**src/rtl/bus_arbiter_if.sv**
```systemverilog
`default_nettype none
// +--------------------------------------------------------------------+
// | bus_arbiter_if : two-master request bus plus downstream memory bus  |
// | Rev 1.0                                                             |
// +--------------------------------------------------------------------+
interface bus_arbiter_if #(
   parameter int AW = 16,
   parameter int DW = 32
);
   logic [AW-1:0] m0_addr;
   logic          m0_rd_en;
   logic          m0_wr_en;
   logic [DW-1:0] m0_wr_data;
   logic [DW-1:0] m0_rd_data;
   logic          m0_rd_valid;
   logic          m0_wr_ack;

   logic [AW-1:0] m1_addr;
   logic          m1_rd_en;
   logic          m1_wr_en;
   logic [DW-1:0] m1_wr_data;
   logic [DW-1:0] m1_rd_data;
   logic          m1_rd_valid;
   logic          m1_wr_ack;

   logic [AW-1:0] s_addr;
   logic          s_rd_en;
   logic          s_wr_en;
   logic [DW-1:0] s_wr_data;
   logic [DW-1:0] s_rd_data;
   logic          s_rd_valid;

   logic          err;
   logic          err_clr;
   logic          busy;

   // slave: the arbiter, serving both requesters; master: requesters and memory
   modport slave (
      input  m0_addr, m0_rd_en, m0_wr_en, m0_wr_data,
      output m0_rd_data, m0_rd_valid, m0_wr_ack,
      input  m1_addr, m1_rd_en, m1_wr_en, m1_wr_data,
      output m1_rd_data, m1_rd_valid, m1_wr_ack,
      output s_addr, s_rd_en, s_wr_en, s_wr_data,
      input  s_rd_data, s_rd_valid,
      output err, busy,
      input  err_clr
   );

   modport master (
      output m0_addr, m0_rd_en, m0_wr_en, m0_wr_data,
      input  m0_rd_data, m0_rd_valid, m0_wr_ack,
      output m1_addr, m1_rd_en, m1_wr_en, m1_wr_data,
      input  m1_rd_data, m1_rd_valid, m1_wr_ack,
      input  s_addr, s_rd_en, s_wr_en, s_wr_data,
      output s_rd_data, s_rd_valid,
      input  err, busy,
      output err_clr
   );
endinterface
`default_nettype wire

```
**src/rtl/bus_arbiter.sv**
```systemverilog
`default_nettype none
// +--------------------------------------------------------------------+
// | bus_arbiter : round-robin two-master arbiter with read timeout      |
// | Rev 1.0                                                             |
// +--------------------------------------------------------------------+
module bus_arbiter #(
   parameter int            AW       = 16,
   parameter int            DW       = 32,
   parameter int            TIMEOUT  = 15,
   parameter logic [DW-1:0] ERR_DATA = 32'hDEADBEEF
) (
   input  logic          clk,
   input  logic          rst,
   bus_arbiter_if.slave  bus
);

   localparam logic [2:0] IDLE = 3'd0;
   localparam logic [2:0] WR   = 3'd1;
   localparam logic [2:0] RD   = 3'd2;
   localparam logic [2:0] WAIT = 3'd3;
   localparam logic [2:0] DONE = 3'd4;

   localparam logic [7:0] TO_LAST = 8'(TIMEOUT);

   logic [2:0]    state_q, state_d;
   logic          gnt_q, gnt_d;
   logic [7:0]    cnt_q, cnt_d;
   logic          err_q, err_d;
   logic          busy_q, busy_d;
   logic [AW-1:0] s_addr_q, s_addr_d;
   logic [DW-1:0] s_wr_data_q, s_wr_data_d;
   logic          s_rd_en_q, s_rd_en_d;
   logic          s_wr_en_q, s_wr_en_d;
   logic [DW-1:0] rd_data0_q, rd_data0_d;
   logic [DW-1:0] rd_data1_q, rd_data1_d;
   logic [1:0]    rd_valid_q, rd_valid_d;
   logic [1:0]    wr_ack_q, wr_ack_d;

   logic w_pend0, w_pend1, w_grant, w_take, w_timeout;

   assign w_pend0 = bus.m0_rd_en | bus.m0_wr_en;
   assign w_pend1 = bus.m1_rd_en | bus.m1_wr_en;
   assign w_grant = (w_pend0 & w_pend1) ? ~gnt_q : w_pend1;

   always_ff @(posedge clk) begin
      if (rst) begin
         state_q     <= IDLE;
         gnt_q       <= 1'b1;
         cnt_q       <= '0;
         err_q       <= 1'b0;
         busy_q      <= 1'b0;
         s_addr_q    <= '0;
         s_wr_data_q <= '0;
         s_rd_en_q   <= 1'b0;
         s_wr_en_q   <= 1'b0;
         rd_data0_q  <= '0;
         rd_data1_q  <= '0;
         rd_valid_q  <= '0;
         wr_ack_q    <= '0;
      end else begin
         state_q     <= state_d;
         gnt_q       <= gnt_d;
         cnt_q       <= cnt_d;
         err_q       <= err_d;
         busy_q      <= busy_d;
         s_addr_q    <= s_addr_d;
         s_wr_data_q <= s_wr_data_d;
         s_rd_en_q   <= s_rd_en_d;
         s_wr_en_q   <= s_wr_en_d;
         rd_data0_q  <= rd_data0_d;
         rd_data1_q  <= rd_data1_d;
         rd_valid_q  <= rd_valid_d;
         wr_ack_q    <= wr_ack_d;
      end
   end

   // cnt_q counts WAIT cycles already spent, so a read accepts s_rd_valid
   // for TIMEOUT+1 cycles after the s_rd_en strobe.
   always_comb begin
      state_d   = state_q;
      gnt_d     = gnt_q;
      cnt_d     = cnt_q;
      w_take    = 1'b0;
      w_timeout = 1'b0;
      case (state_q)
         IDLE: begin
            if (w_pend0 | w_pend1) begin
               gnt_d   = w_grant;
               state_d = (w_grant ? bus.m1_wr_en : bus.m0_wr_en) ? WR : RD;
            end
         end
         WR: state_d = IDLE;
         RD: begin
            cnt_d = '0;
            if (bus.s_rd_valid) begin
               w_take  = 1'b1;
               state_d = DONE;
            end else begin
               state_d = WAIT;
            end
         end
         WAIT: begin
            if (bus.s_rd_valid) begin
               w_take  = 1'b1;
               state_d = DONE;
            end else if (cnt_q == TO_LAST) begin
               w_timeout = 1'b1;
               state_d   = DONE;
            end else begin
               cnt_d = cnt_q + 8'd1;
            end
         end
         DONE:    state_d = IDLE;
         default: state_d = IDLE;
      endcase
   end

   always_comb begin
      s_addr_d    = s_addr_q;
      s_wr_data_d = s_wr_data_q;
      rd_data0_d  = rd_data0_q;
      rd_data1_d  = rd_data1_q;
      if (state_q == IDLE && state_d != IDLE) begin
         s_addr_d    = w_grant ? bus.m1_addr : bus.m0_addr;
         s_wr_data_d = w_grant ? bus.m1_wr_data : bus.m0_wr_data;
      end
      if (w_take | w_timeout) begin
         if (gnt_q) rd_data1_d = w_take ? bus.s_rd_data : ERR_DATA;
         else       rd_data0_d = w_take ? bus.s_rd_data : ERR_DATA;
      end
      s_wr_en_d  = (state_d == WR);
      s_rd_en_d  = (state_d == RD);
      busy_d     = (state_d != IDLE);
      wr_ack_d   = (state_d == WR)   ? (gnt_d ? 2'b10 : 2'b01) : 2'b00;
      rd_valid_d = (state_d == DONE) ? (gnt_d ? 2'b10 : 2'b01) : 2'b00;
      // A timeout in the same cycle as err_clr keeps the flag set.
      err_d      = w_timeout | (err_q & ~bus.err_clr);
   end

   assign bus.s_addr      = s_addr_q;
   assign bus.s_wr_data   = s_wr_data_q;
   assign bus.s_rd_en     = s_rd_en_q;
   assign bus.s_wr_en     = s_wr_en_q;
   assign bus.m0_rd_data  = rd_data0_q;
   assign bus.m1_rd_data  = rd_data1_q;
   assign bus.m0_rd_valid = rd_valid_q[0];
   assign bus.m1_rd_valid = rd_valid_q[1];
   assign bus.m0_wr_ack   = wr_ack_q[0];
   assign bus.m1_wr_ack   = wr_ack_q[1];
   assign bus.err         = err_q;
   assign bus.busy        = busy_q;

endmodule
`default_nettype wire

```
**src/flat_wrapper.sv**
```systemverilog
// flat-port wrapper written by rule: the top's interface ports become plain ports
module bus_arbiter_flat 
#(
   parameter int            AW       = 16,
   parameter int            DW       = 32,
   parameter int            TIMEOUT  = 15,
   parameter logic [DW-1:0] ERR_DATA = 32'hDEADBEEF
)
  (clk, rst, bus_m0_addr, bus_m0_rd_en, bus_m0_wr_en, bus_m0_wr_data, bus_m0_rd_data, bus_m0_rd_valid, bus_m0_wr_ack, bus_m1_addr, bus_m1_rd_en, bus_m1_wr_en, bus_m1_wr_data, bus_m1_rd_data, bus_m1_rd_valid, bus_m1_wr_ack, bus_s_addr, bus_s_rd_en, bus_s_wr_en, bus_s_wr_data, bus_s_rd_data, bus_s_rd_valid, bus_err, bus_busy, bus_err_clr);
  bus_arbiter_if #(.AW(AW), .DW(DW)) bus_i ();
  input  logic clk;
  input  logic rst;
  input wire logic [$bits(bus_i.m0_addr)-1:0] bus_m0_addr;
  input wire logic [$bits(bus_i.m0_rd_en)-1:0] bus_m0_rd_en;
  input wire logic [$bits(bus_i.m0_wr_en)-1:0] bus_m0_wr_en;
  input wire logic [$bits(bus_i.m0_wr_data)-1:0] bus_m0_wr_data;
  output wire logic [$bits(bus_i.m0_rd_data)-1:0] bus_m0_rd_data;
  output wire logic [$bits(bus_i.m0_rd_valid)-1:0] bus_m0_rd_valid;
  output wire logic [$bits(bus_i.m0_wr_ack)-1:0] bus_m0_wr_ack;
  input wire logic [$bits(bus_i.m1_addr)-1:0] bus_m1_addr;
  input wire logic [$bits(bus_i.m1_rd_en)-1:0] bus_m1_rd_en;
  input wire logic [$bits(bus_i.m1_wr_en)-1:0] bus_m1_wr_en;
  input wire logic [$bits(bus_i.m1_wr_data)-1:0] bus_m1_wr_data;
  output wire logic [$bits(bus_i.m1_rd_data)-1:0] bus_m1_rd_data;
  output wire logic [$bits(bus_i.m1_rd_valid)-1:0] bus_m1_rd_valid;
  output wire logic [$bits(bus_i.m1_wr_ack)-1:0] bus_m1_wr_ack;
  output wire logic [$bits(bus_i.s_addr)-1:0] bus_s_addr;
  output wire logic [$bits(bus_i.s_rd_en)-1:0] bus_s_rd_en;
  output wire logic [$bits(bus_i.s_wr_en)-1:0] bus_s_wr_en;
  output wire logic [$bits(bus_i.s_wr_data)-1:0] bus_s_wr_data;
  input wire logic [$bits(bus_i.s_rd_data)-1:0] bus_s_rd_data;
  input wire logic [$bits(bus_i.s_rd_valid)-1:0] bus_s_rd_valid;
  output wire logic [$bits(bus_i.err)-1:0] bus_err;
  output wire logic [$bits(bus_i.busy)-1:0] bus_busy;
  input wire logic [$bits(bus_i.err_clr)-1:0] bus_err_clr;
  assign bus_i.m0_addr = bus_m0_addr;
  assign bus_i.m0_rd_en = bus_m0_rd_en;
  assign bus_i.m0_wr_en = bus_m0_wr_en;
  assign bus_i.m0_wr_data = bus_m0_wr_data;
  assign bus_m0_rd_data = bus_i.m0_rd_data;
  assign bus_m0_rd_valid = bus_i.m0_rd_valid;
  assign bus_m0_wr_ack = bus_i.m0_wr_ack;
  assign bus_i.m1_addr = bus_m1_addr;
  assign bus_i.m1_rd_en = bus_m1_rd_en;
  assign bus_i.m1_wr_en = bus_m1_wr_en;
  assign bus_i.m1_wr_data = bus_m1_wr_data;
  assign bus_m1_rd_data = bus_i.m1_rd_data;
  assign bus_m1_rd_valid = bus_i.m1_rd_valid;
  assign bus_m1_wr_ack = bus_i.m1_wr_ack;
  assign bus_s_addr = bus_i.s_addr;
  assign bus_s_rd_en = bus_i.s_rd_en;
  assign bus_s_wr_en = bus_i.s_wr_en;
  assign bus_s_wr_data = bus_i.s_wr_data;
  assign bus_i.s_rd_data = bus_s_rd_data;
  assign bus_i.s_rd_valid = bus_s_rd_valid;
  assign bus_err = bus_i.err;
  assign bus_busy = bus_i.busy;
  assign bus_i.err_clr = bus_err_clr;
  bus_arbiter #(.AW(AW), .DW(DW), .TIMEOUT(TIMEOUT), .ERR_DATA(ERR_DATA)) u_core (.clk(clk), .rst(rst), .bus(bus_i));
endmodule
```
**config.mk**
```make
export PLATFORM = sky130hd
export DESIGN_NAME = bus_arbiter_flat
export DESIGN_NICKNAME = d
export VERILOG_FILES = /design/src/rtl/bus_arbiter_if.sv /design/src/rtl/bus_arbiter.sv /design/src/flat_wrapper.sv
export SDC_FILE = /design/constraint.sdc
export NUM_CORES = 1
export LEC_CHECK = 0
export ABC_CLOCK_PERIOD_IN_PS = 3050
export CELL_PAD_IN_SITES_DETAIL_PLACEMENT = 1
export CELL_PAD_IN_SITES_GLOBAL_PLACEMENT = 1
export CORE_MARGIN = 4
export CORE_UTILIZATION = 32
export CTS_CLUSTER_SIZE = 8
export DETAILED_ROUTE_END_ITERATION = 10
export PLACE_DENSITY_LB_ADDON = 0.1
export SETUP_SLACK_MARGIN = 0.5
export SLEW_MARGIN = 20
export SYNTH_ARGS = -nofsm -noshare
export SYNTH_HDL_FRONTEND = slang
export SYNTH_SLANG_ARGS = --single-unit
```
**constraint.sdc**
```tcl
create_clock -name clk -period 3.05 [get_ports clk]
set_input_delay 0.4575 -clock clk [delete_from_list [all_inputs] [get_ports clk]]
set_output_delay 0.4575 -clock clk [all_outputs]
set_load 0.02 [all_outputs]
```
==> results.txt, run 1 <==
----------------------------------------------------
[Power]
  Sequential power share ... 0.347
  Static Leakage ... 0.003338 uW
  Clock group share of total power ... 0.391
  Switching share of power ... 0.2968
  VDD IR max ... 0.3838 mV
  Internal Power ... 4092 uW
  Cell Pwr Density ... 655.0 nW/um2
  Switching power ... 1727 uW
  Combinational power share ... 0.261
  Design Power ... 5820 uW

[STA]
  Final worst path period share ... 0.6848
  Worst-margin pin slew ... 0.7183 ns
  Max Transition Viols Final ... 0
  RSZ-0062 raised after global routing ... false
  Number of failing hold endpoints at the final stage ... 0
  Total Neg Setup Slack ... 0 ns
  Max-slew headroom at the worst pin ... 0.5193
  Maximum clock rate ... 478.8 MHz
  Number of failing setup endpoints in the final timing report ... 0
  Skew final ... 0.009048 ns
  Fin crit period ... 2.089 ns

[CTS]
  Clock sinks ... 132
  Setup repair bufs after CTS ... 0
  H-tree levels ... 4
  Clock slew at the register clock pins of the worst setup and hold paths ... 0.06 ns
  Clock tree from TritonCTS ... done
  Clock latency at the later pin of the worst-skew pair ... 0.41 ns
  Post-cts resize count ... 0
  Clk buf depth ... 2
  Cell at the root of the clock tree ... clkbuf_16
  Hold buffers post-CTS ... 0
  Number of buffers created by CTS ... 17

[Synth]
  EDFF count, synth ... 0
  Part of the Yosys area used for sequential elements ... 0.4752
  Most common cell in the synthesized netlist ... dfxtp_1
  Cell taking the most area after synthesis ... dfxtp_1
  Net count after synthesis ... 769
  Library cells used by synthesis ... 42
  Number of cells produced by synthesis ... 632
  Cell area after synthesis ... 5560 um2
  Avg Inst Size Synth ... 8.798 um2
  Main synth FF type ... dfxtp_1
  Most frequent cells after synthesis ... dfxtp_1 (132), nor2_1 (104), a21oi_1 (74), mux2i_1 (51), nor3_1 (49)
  Cells taking the most area after synthesis ... dfxtp_1 (48%), mux2i_1 (9.2%), nor2_1 (7.0%), a21oi_1 (6.7%), a211oi_1 (6.5%)
  Yosys reg bits ... 132
  Number of warnings reported in the yosys synthesis log ... 0
  Top cell type's share of synthesized area ... 0.4752
  Asr flop ratio synth ... 0

[Min path]
  Path category of the worst min-delay check ... reg -> reg
  Terminating pin of the worst hold path ... u_core.bus.err
  Hold path depth ... 2
  Startpoint of the worst hold path ... u_core.bus.err

[GRT]
  Number of global-route vias before repair ... 5791
  Number of antenna violations at the first check in global routing ... 0
  Largest net degree at the start of global routing ... 63
  GR Overflow Total ... 0
  Overall global routing resource usage ... 0.2083
  Wire length of the first global-routing pass ... 32.94 mm

[Worst setup path]
  Critical path launch point type ... flop
  Stages on worst setup path ... 5
  Worst EP required ... 3.37 ns
  Critical path fanouts, max ... 40
  CP arrival ... 2.40 ns
  R2R Path End ... u_core.bus.s_wr_data[14]
  Largest stage delay, worst path ... 0.54 ns
  Slowest stage cell on the critical path ... a21oi_4
  Kind of critical path ... reg -> reg
  Chain of cells forming the critical path ... or3_1 -> a21oi_4 -> buf_12 -> nor2_1 -> a211oi_1
  Worst setup slack for register-to-register paths ... 0.96 ns
  Cell family with most CP delay ... compound AO/OA/AOI/OAI gates
  R2R Path Start ... u_core.state_q[0]
  Kind of end point of the critical path ... flop
  Depth of the most critical reg-to-reg path ... 5
  Buf/Inv on CP ... 1

[Run]
  Max Cap Violations ... 0

[Floorplan]
  Area inside the core boundary ... 16820 um2
  Floorplan die area ... 19550 um2
  Effective utilization at floorplan ... 0.3306
  I/O pin count ... 256
  Cell Rows ... 47
  Chip height ... 139.8 um
  Die W ... 139.8 um

[Finish]
  Net total in the final layout ... 1001
  Fillers ... 1901
  Sequential cell area ... 2643 um2
  Fraction of final layout cells sized beyond drive strength 1 ... 0.06613
  Final Instance Area ... 8885 um2
  Antenna diode instance count ... 0
  Growth of design area from synthesis to finish ... 59.79%
  Area occupied by multi-input gates ... 2618 um2
  Post-layout util ... 0.5283

[Placement]
  Hpwl dp ... 15.18 mm
  Post-DP Area ... 8225 um2
  Weighted congestion reported at the end of routability-driven placement ... 0.8533
  Count of input and output buffers ... 255

[Routing]
  Via count ... 5537
  Detailed Route WL ... 20.95 mm
  Iter 0 DRT Violations ... 212
  First drt pass iteration count ... 4
  Vias per cell ... 5.047
  Count of nets left with antenna violations after detail routing ... 0
  Average routed wire per standard cell ... 19.10 um
  Count of unresolved DRC violations after routing ... 0

[Status]
  Result of the run ... completed

----------------------------------------------------
[power groups by stage]
stage	registers [uW]	logic, uW	clock network (uW)
2_1_floorplan	2260	616	0
3_3_place_gp	2050	1500	0
3_5_place_dp	2060	1530	0
4_1_cts	2020	1540	2320
5_1_grt	2040	1630	2400
6_report	2020	1520	2280
[cell families (layout without fill, tap and decap cells)]
| group | Yosys count | in the layout | share of synthesized area |
|---|---|---|---|
| muxes | 51 | 51 | 0.09181 |
| DFF | 132 | 132 | 0.4752 |
| adders and majority gates | 1 | 1 | 0.002250 |
| and+or+nand+nor | 234 | 234 | 0.2014 |
| AOI/OAI and AO/OA | 156 | 156 | 0.1703 |
| buffers and inverters | 58 | 303 | 0.05896 |
[flip-flops by register name, summed over array words and instances, names as in the netlist]
register / count
u_core.bus.s_rd_en: 1
u_core.bus.m0_rd_data: 32
u_core.bus.busy: 1
u_core.cnt_q: 8
u_core.gnt_q: 1
u_core.rd_valid_q: 2
u_core.bus.err: 1
u_core.state_q: 3
u_core.bus.s_addr: 16
u_core.bus.s_wr_data: 32
u_core.wr_ack_q: 2
u_core.bus.m1_rd_data: 32
u_core.bus.s_wr_en: 1
[final cells by class]
class,instances,area share
clock buffers,17,0.04788
clock inverters,15,0.02563
inverters,3,0.001267
multi-input cells,442,0.2946
flip-flops and latches,132,0.2974
well taps,220,0.03098
repair buffers,268,0.3022
[worst min-delay path: stages, from the launching register on]
cell and delay, ns:
dfxtp_1 0.31, nand2b_1 0.06, a21oi_1 0.06
[per-stage QoR]
stage / instances / hold slack (ns) / worst slack [ns]
after global placement: 1065 / 0.4612 / 0.6864
after detailed placement: 1065 / 0.4653 / 0.5810
after CTS: 1097 / 0.4864 / 0.7008
final: 1097 / 0.4811 / 0.9615
after global routing: 1097 / 0.5039 / 0.8269
after floorplan: 632 / 0.4663 / 1.367
[metal layers]
layer / share of wire / global-route usage / vias to the layer above
li1: - / - / 2698
met1: 0.42 / 0.2536 / 2627
met2: 0.50 / 0.3634 / 190
met3: 0.063 / 0.05626 / 22
met4: 0.015 / 0.05507 / 0
met5: 0 / 0 / -
[layout by cell type, fill, tap and decap left out, types with 4 or more instances in the layout]
master / instances
clkdlybuf4s50_1: 254
dfxtp_1: 132
nor2_1: 103
a21oi_1: 74
mux2i_1: 51
nor3_1: 49
a211oi_1: 48
nand2b_1: 32
nand3_1: 22
o21ai_0: 20
clkbuf_16: 17
buf_4: 11
nand2_1: 9
bufinv_16: 5
inv_6: 4
[worst max path at each step]
stage | startpoint | to
final | u_core.state_q[0] | u_core.bus.s_wr_data[14]
after global routing | u_core.state_q[0] | u_core.bus.s_wr_data[20]
after CTS | u_core.cnt_q[0] | u_core.bus.m1_rd_data[14]
after detailed placement | bus_m1_wr_en | u_core.bus.s_wr_data[1]
after global placement | bus_m1_wr_en | u_core.bus.s_wr_data[20]
after floorplan | u_core.cnt_q[0] | u_core.bus.m1_rd_data[24]
No activity file was read; power rests on OpenSTA's default activity.
==> run 2: changes to the inputs <==
--- a/config.mk
+++ b/config.mk
@@ -5,11 +5,11 @@
 export SDC_FILE = /design/constraint.sdc
 export NUM_CORES = 1
 export LEC_CHECK = 0
-export ABC_CLOCK_PERIOD_IN_PS = 3050
+export ABC_CLOCK_PERIOD_IN_PS = 2100
 export CELL_PAD_IN_SITES_DETAIL_PLACEMENT = 1
 export CELL_PAD_IN_SITES_GLOBAL_PLACEMENT = 1
 export CORE_MARGIN = 4
-export CORE_UTILIZATION = 32
+export CORE_UTILIZATION = 30
 export CTS_CLUSTER_SIZE = 8
 export DETAILED_ROUTE_END_ITERATION = 10
 export PLACE_DENSITY_LB_ADDON = 0.1
==> constraint.sdc (replaced) <==
create_clock -name clk -period 2.1 [get_ports clk]
set_input_delay 0.315 -clock clk [delete_from_list [all_inputs] [get_ports clk]]
set_output_delay 0.315 -clock clk [all_outputs]
set_load 0.02 [all_outputs]
==> run 2 against run 1 <==
Combinational power increased by 74%. Sequential power increased by 45%. Non-clock buffer count increased by 28. First-iteration DRC count increased by 4.2%. Clock power increased by 37%. Worst setup slack got worse by 0.50 ns. Clock skew decreased by 0.0027 ns. Routed wire length increased by 9.6%. Fmax increased by 27%. Die area increased by 6.3%. Clock-buffer cell count increased by 2. Critical path depth increased by 2.
==> results.txt, run 2 (synthesis gave the netlist of run 1 again) <==
----------------------------------------------------
[Status]
  Result of the run ... completed

[Placement]
  Weighted congestion reported at the end of routability-driven placement ... 0.7663 (-10%)
  Count of input and output buffers ... 255 (unchanged)
  Number of cells after detailed placement ... 1076 (+1.0%)
  Hpwl dp ... 14.87 mm (-2.0%)
  Post-DP Area ... 8295 um2 (+0.85%)

[Power]
  VDD IR max ... 0.5346 mV (+39%)
  Clock group share of total power ... 0.359 (-0.032)
  Sequential power share ... 0.337 (-0.010)
  Internal Power ... 6041 uW (+48%)
  Switching power ... 2642 uW (+53%)
  Cell Pwr Density ... 916.8 nW/um2 (+40%)
  Combinational power share ... 0.304 (+0.043)
  Switching share of power ... 0.3043 (+0.007506)
  Static Leakage ... 0.004106 uW (+23%)

[GRT]
  Overall global routing resource usage ... 0.2075 (-0.0007649)
  GR Overflow Total ... 0 (unchanged)
  Largest net degree at the start of global routing ... 66 (+4.8%)
  Wire length of the first global-routing pass ... 33.55 mm (+1.9%)
  Number of antenna violations at the first check in global routing ... 0 (unchanged)
  Number of global-route vias before repair ... 5964 (+3.0%)

[CTS]
  Clock slew at the register clock pins of the worst setup and hold paths ... 0.06 ns (about the same)
  Hold buffers post-CTS ... 0 (unchanged)
  Cell at the root of the clock tree ... clkbuf_16
  Clk buf depth ... 2 (unchanged)
  Clock sinks ... 132 (unchanged)
  H-tree levels ... 4 (unchanged)
  Clock tree from TritonCTS ... done
  Number of buffers created by CTS ... 17 (unchanged)
  Clock latency at the later pin of the worst-skew pair ... 0.41 ns (about the same)

[Routing]
  Detailed Route WL ... 22.96 mm (+9.6%)
  Count of nets left with antenna violations after detail routing ... 0 (unchanged)
  Average routed wire per standard cell ... 20.30 um (+6.3%)
  First drt pass iteration count ... 5 (+1)
  Iter 0 DRT Violations ... 221 (+4.2%)
  Vias per cell ... 5.070 (+0.44%)
  Via count ... 5734 (+3.6%)
  Count of unresolved DRC violations after routing ... 0 (unchanged)

[STA]
  Max Transition Viols Final ... 0 (unchanged)
  RSZ-0062 raised after global routing ... true
  Skew final ... 0.006339 ns (-0.002709 ns)
  Total Neg Setup Slack ... 0 ns (unchanged)
  Number of failing hold endpoints at the final stage ... 0 (unchanged)
  Final worst path period share ... 0.7806 (+0.09584)
  Worst hold slack ... 0.1507 ns (-0.3305 ns)
  Fin crit period ... 1.639 ns (-0.4493 ns)
  Number of failing setup endpoints in the final timing report ... 0 (unchanged)
  Worst-margin pin slew ... 0.8806 ns (+0.1623 ns)
  Maximum clock rate ... 610.0 MHz (+27%)
  Max-slew headroom at the worst pin ... 0.4130 (-0.1064)

[Worst setup path]
  Kind of critical path ... reg -> reg
  Worst setup slack for register-to-register paths ... 0.46 ns (-0.50 ns)
  Critical path fanouts, max ... 10 (-75%)
  Cell family with most CP delay ... simple AND/OR/NAND/NOR gates
  Critical path launch point type ... flop
  Largest stage delay, worst path ... 0.38 ns (-0.16 ns)
  Kind of end point of the critical path ... flop
  Depth of the most critical reg-to-reg path ... 7 (+2)
  Top cell by count, worst path ... buf_12
  CP arrival ... 1.96 ns (-0.44 ns)
  Chain of cells forming the critical path ... or3_4 -> a21oi_4 -> buf_12 -> buf_12 -> buf_16 -> nor2_1 -> a211oi_1
  Buf/Inv on CP ... 3 (+2)
  R2R Path Start ... u_core.state_q[0]
  Worst EP required ... 2.42 ns (-0.95 ns)
  R2R Path End ... u_core.bus.s_wr_data[11]
  Slowest stage cell on the critical path ... or3_4

[Finish]
  Growth of design area from synthesis to finish ... 70.34%
  Most frequent cells in the layout ... clkdlybuf4s50_1 (134), dfxtp_1 (123), dlygate4sd2_1 (120), nor2_1 (100), a21oi_1 (68)
  Fillers ... 2063 (+8.5%)
  Net total in the final layout ... 1029 (+2.8%)
  Fin cells ... 1131 (+3.1%)
  Area occupied by multi-input gates ... 2848 um2 (+8.8%)
  Fraction of final layout cells sized beyond drive strength 1 ... 0.1463 (+0.08021)
  Final Instance Area ... 9472 um2 (+6.6%)
  Antenna diode instance count ... 0 (unchanged)
  Sequential cell area ... 2661 um2 (+0.71%)
  Post-layout util ... 0.5237 (-0.004576)
  Most common cell after layout, fill and taps aside ... clkdlybuf4s50_1

[Min path]
  Path category of the worst min-delay check ... in -> reg
  Terminating pin of the worst hold path ... u_core.bus.err
  Hold path depth ... 2 (unchanged)
  Startpoint of the worst hold path ... rst

[Floorplan]
  Area inside the core boundary ... 18090 um2 (+7.5%)
  Cell Rows ... 49 (+4.3%)
  I/O pin count ... 256 (unchanged)
  Chip height ... 144.1 um (+3.1%)
  Floorplan die area ... 20780 um2 (+6.3%)
  Effective utilization at floorplan ... 0.3074 (-0.02317)
  Die W ... 144.1 um (+3.1%)

[Run]
  Max Cap Violations ... 0 (unchanged)

----------------------------------------------------
-- run 2: changes by cell type in the layout (fill, tap and decap cells not counted), sizes merged --
| cell | delta |
|---|---|
| clkdlybuf4s50 | -120 |
| inv | -4 |
| dlygate4sd2 | +120 |
| clkinv | -1 |
| clkbuf | +4 |
| clkinvlp | +1 |
| buf | +26 |
| bufinv | -1 |
-- run 2: metrics by stage --
step	worst slack, ns	total power (uW)
2_1_floorplan	0.5141	4178
6_report	0.4607	8683
3_5_place_dp	0.05925	5246
4_1_cts	0.4086	8575
5_1_grt	0.3875	9080
3_3_place_gp	0.1438	5182
-- run 2: power by group through the flow --
stage                     sequential, uW  combinational, uW  clock, uW
after detailed placement            2990               2260          0
final                               2930               2640       3120
after floorplan                     3280                895          0
after CTS                           2920               2480       3170
after global placement              2970               2210          0
after global routing                2960               2810       3310
-- run 2: final cells by class --
type | instances | share of cell area
Clock buffer | 19 | 0.04782
Clock inverter | 10 | 0.01664
Inverter | 3 | 0.001189
Multi-Input combinational cell | 442 | 0.3007
Sequential cell | 132 | 0.2810
Tap cell | 229 | 0.03025
Timing Repair Buffer | 296 | 0.3225
-- run 2: worst register-to-register path, cell delays in order, from the launching register on --
cell and delay (ns):
dfxtp_4 0.34, or3_4 0.38, a21oi_4 0.16, buf_12 0.16
buf_12 0.12, buf_16 0.13, nor2_1 0.05, a211oi_1 0.21
-- run 2: worst max path at each step --
| stage | to | startpoint | slack [ns] | cells past startpoint |
|---|---|---|---|---|
| after floorplan | u_core.bus.m1_rd_data[24] | u_core.cnt_q[0] | 0.51 | 6 |
| after global routing | u_core.bus.m0_rd_data[16] | u_core.cnt_q[4] | 0.39 | 5 |
| final | u_core.bus.s_wr_data[11] | u_core.state_q[0] | 0.46 | 7 |
| after CTS | u_core.bus.s_addr[0] | u_core.state_q[0] | 0.41 | 7 |
| after detailed placement | u_core.bus.m1_rd_data[19] | bus_s_rd_valid | 0.06 | 6 |
| after global placement | u_core.bus.s_wr_data[0] | bus_m0_wr_en | 0.14 | 6 |
-- run 2: timing repair --
action,4_1_cts,5_1_grt
cloned,6,5
setup endpoints to repair,239,114
pin swaps,14,22
setup buffers,10,5
resized for setup,146,68
-- run 2: per-layer routing --
metal / GRT usage / vias up / part of all wire / wire length [um]
li1: - / 2750 / - / -
met1: 0.2457 / 2764 / 0.41 / 9519
met2: 0.3621 / 198 / 0.49 / 11270
met3: 0.06812 / 22 / 0.080 / 1840
met4: 0.05547 / 0 / 0.014 / 331
met5: 0 / - / 0 / 0
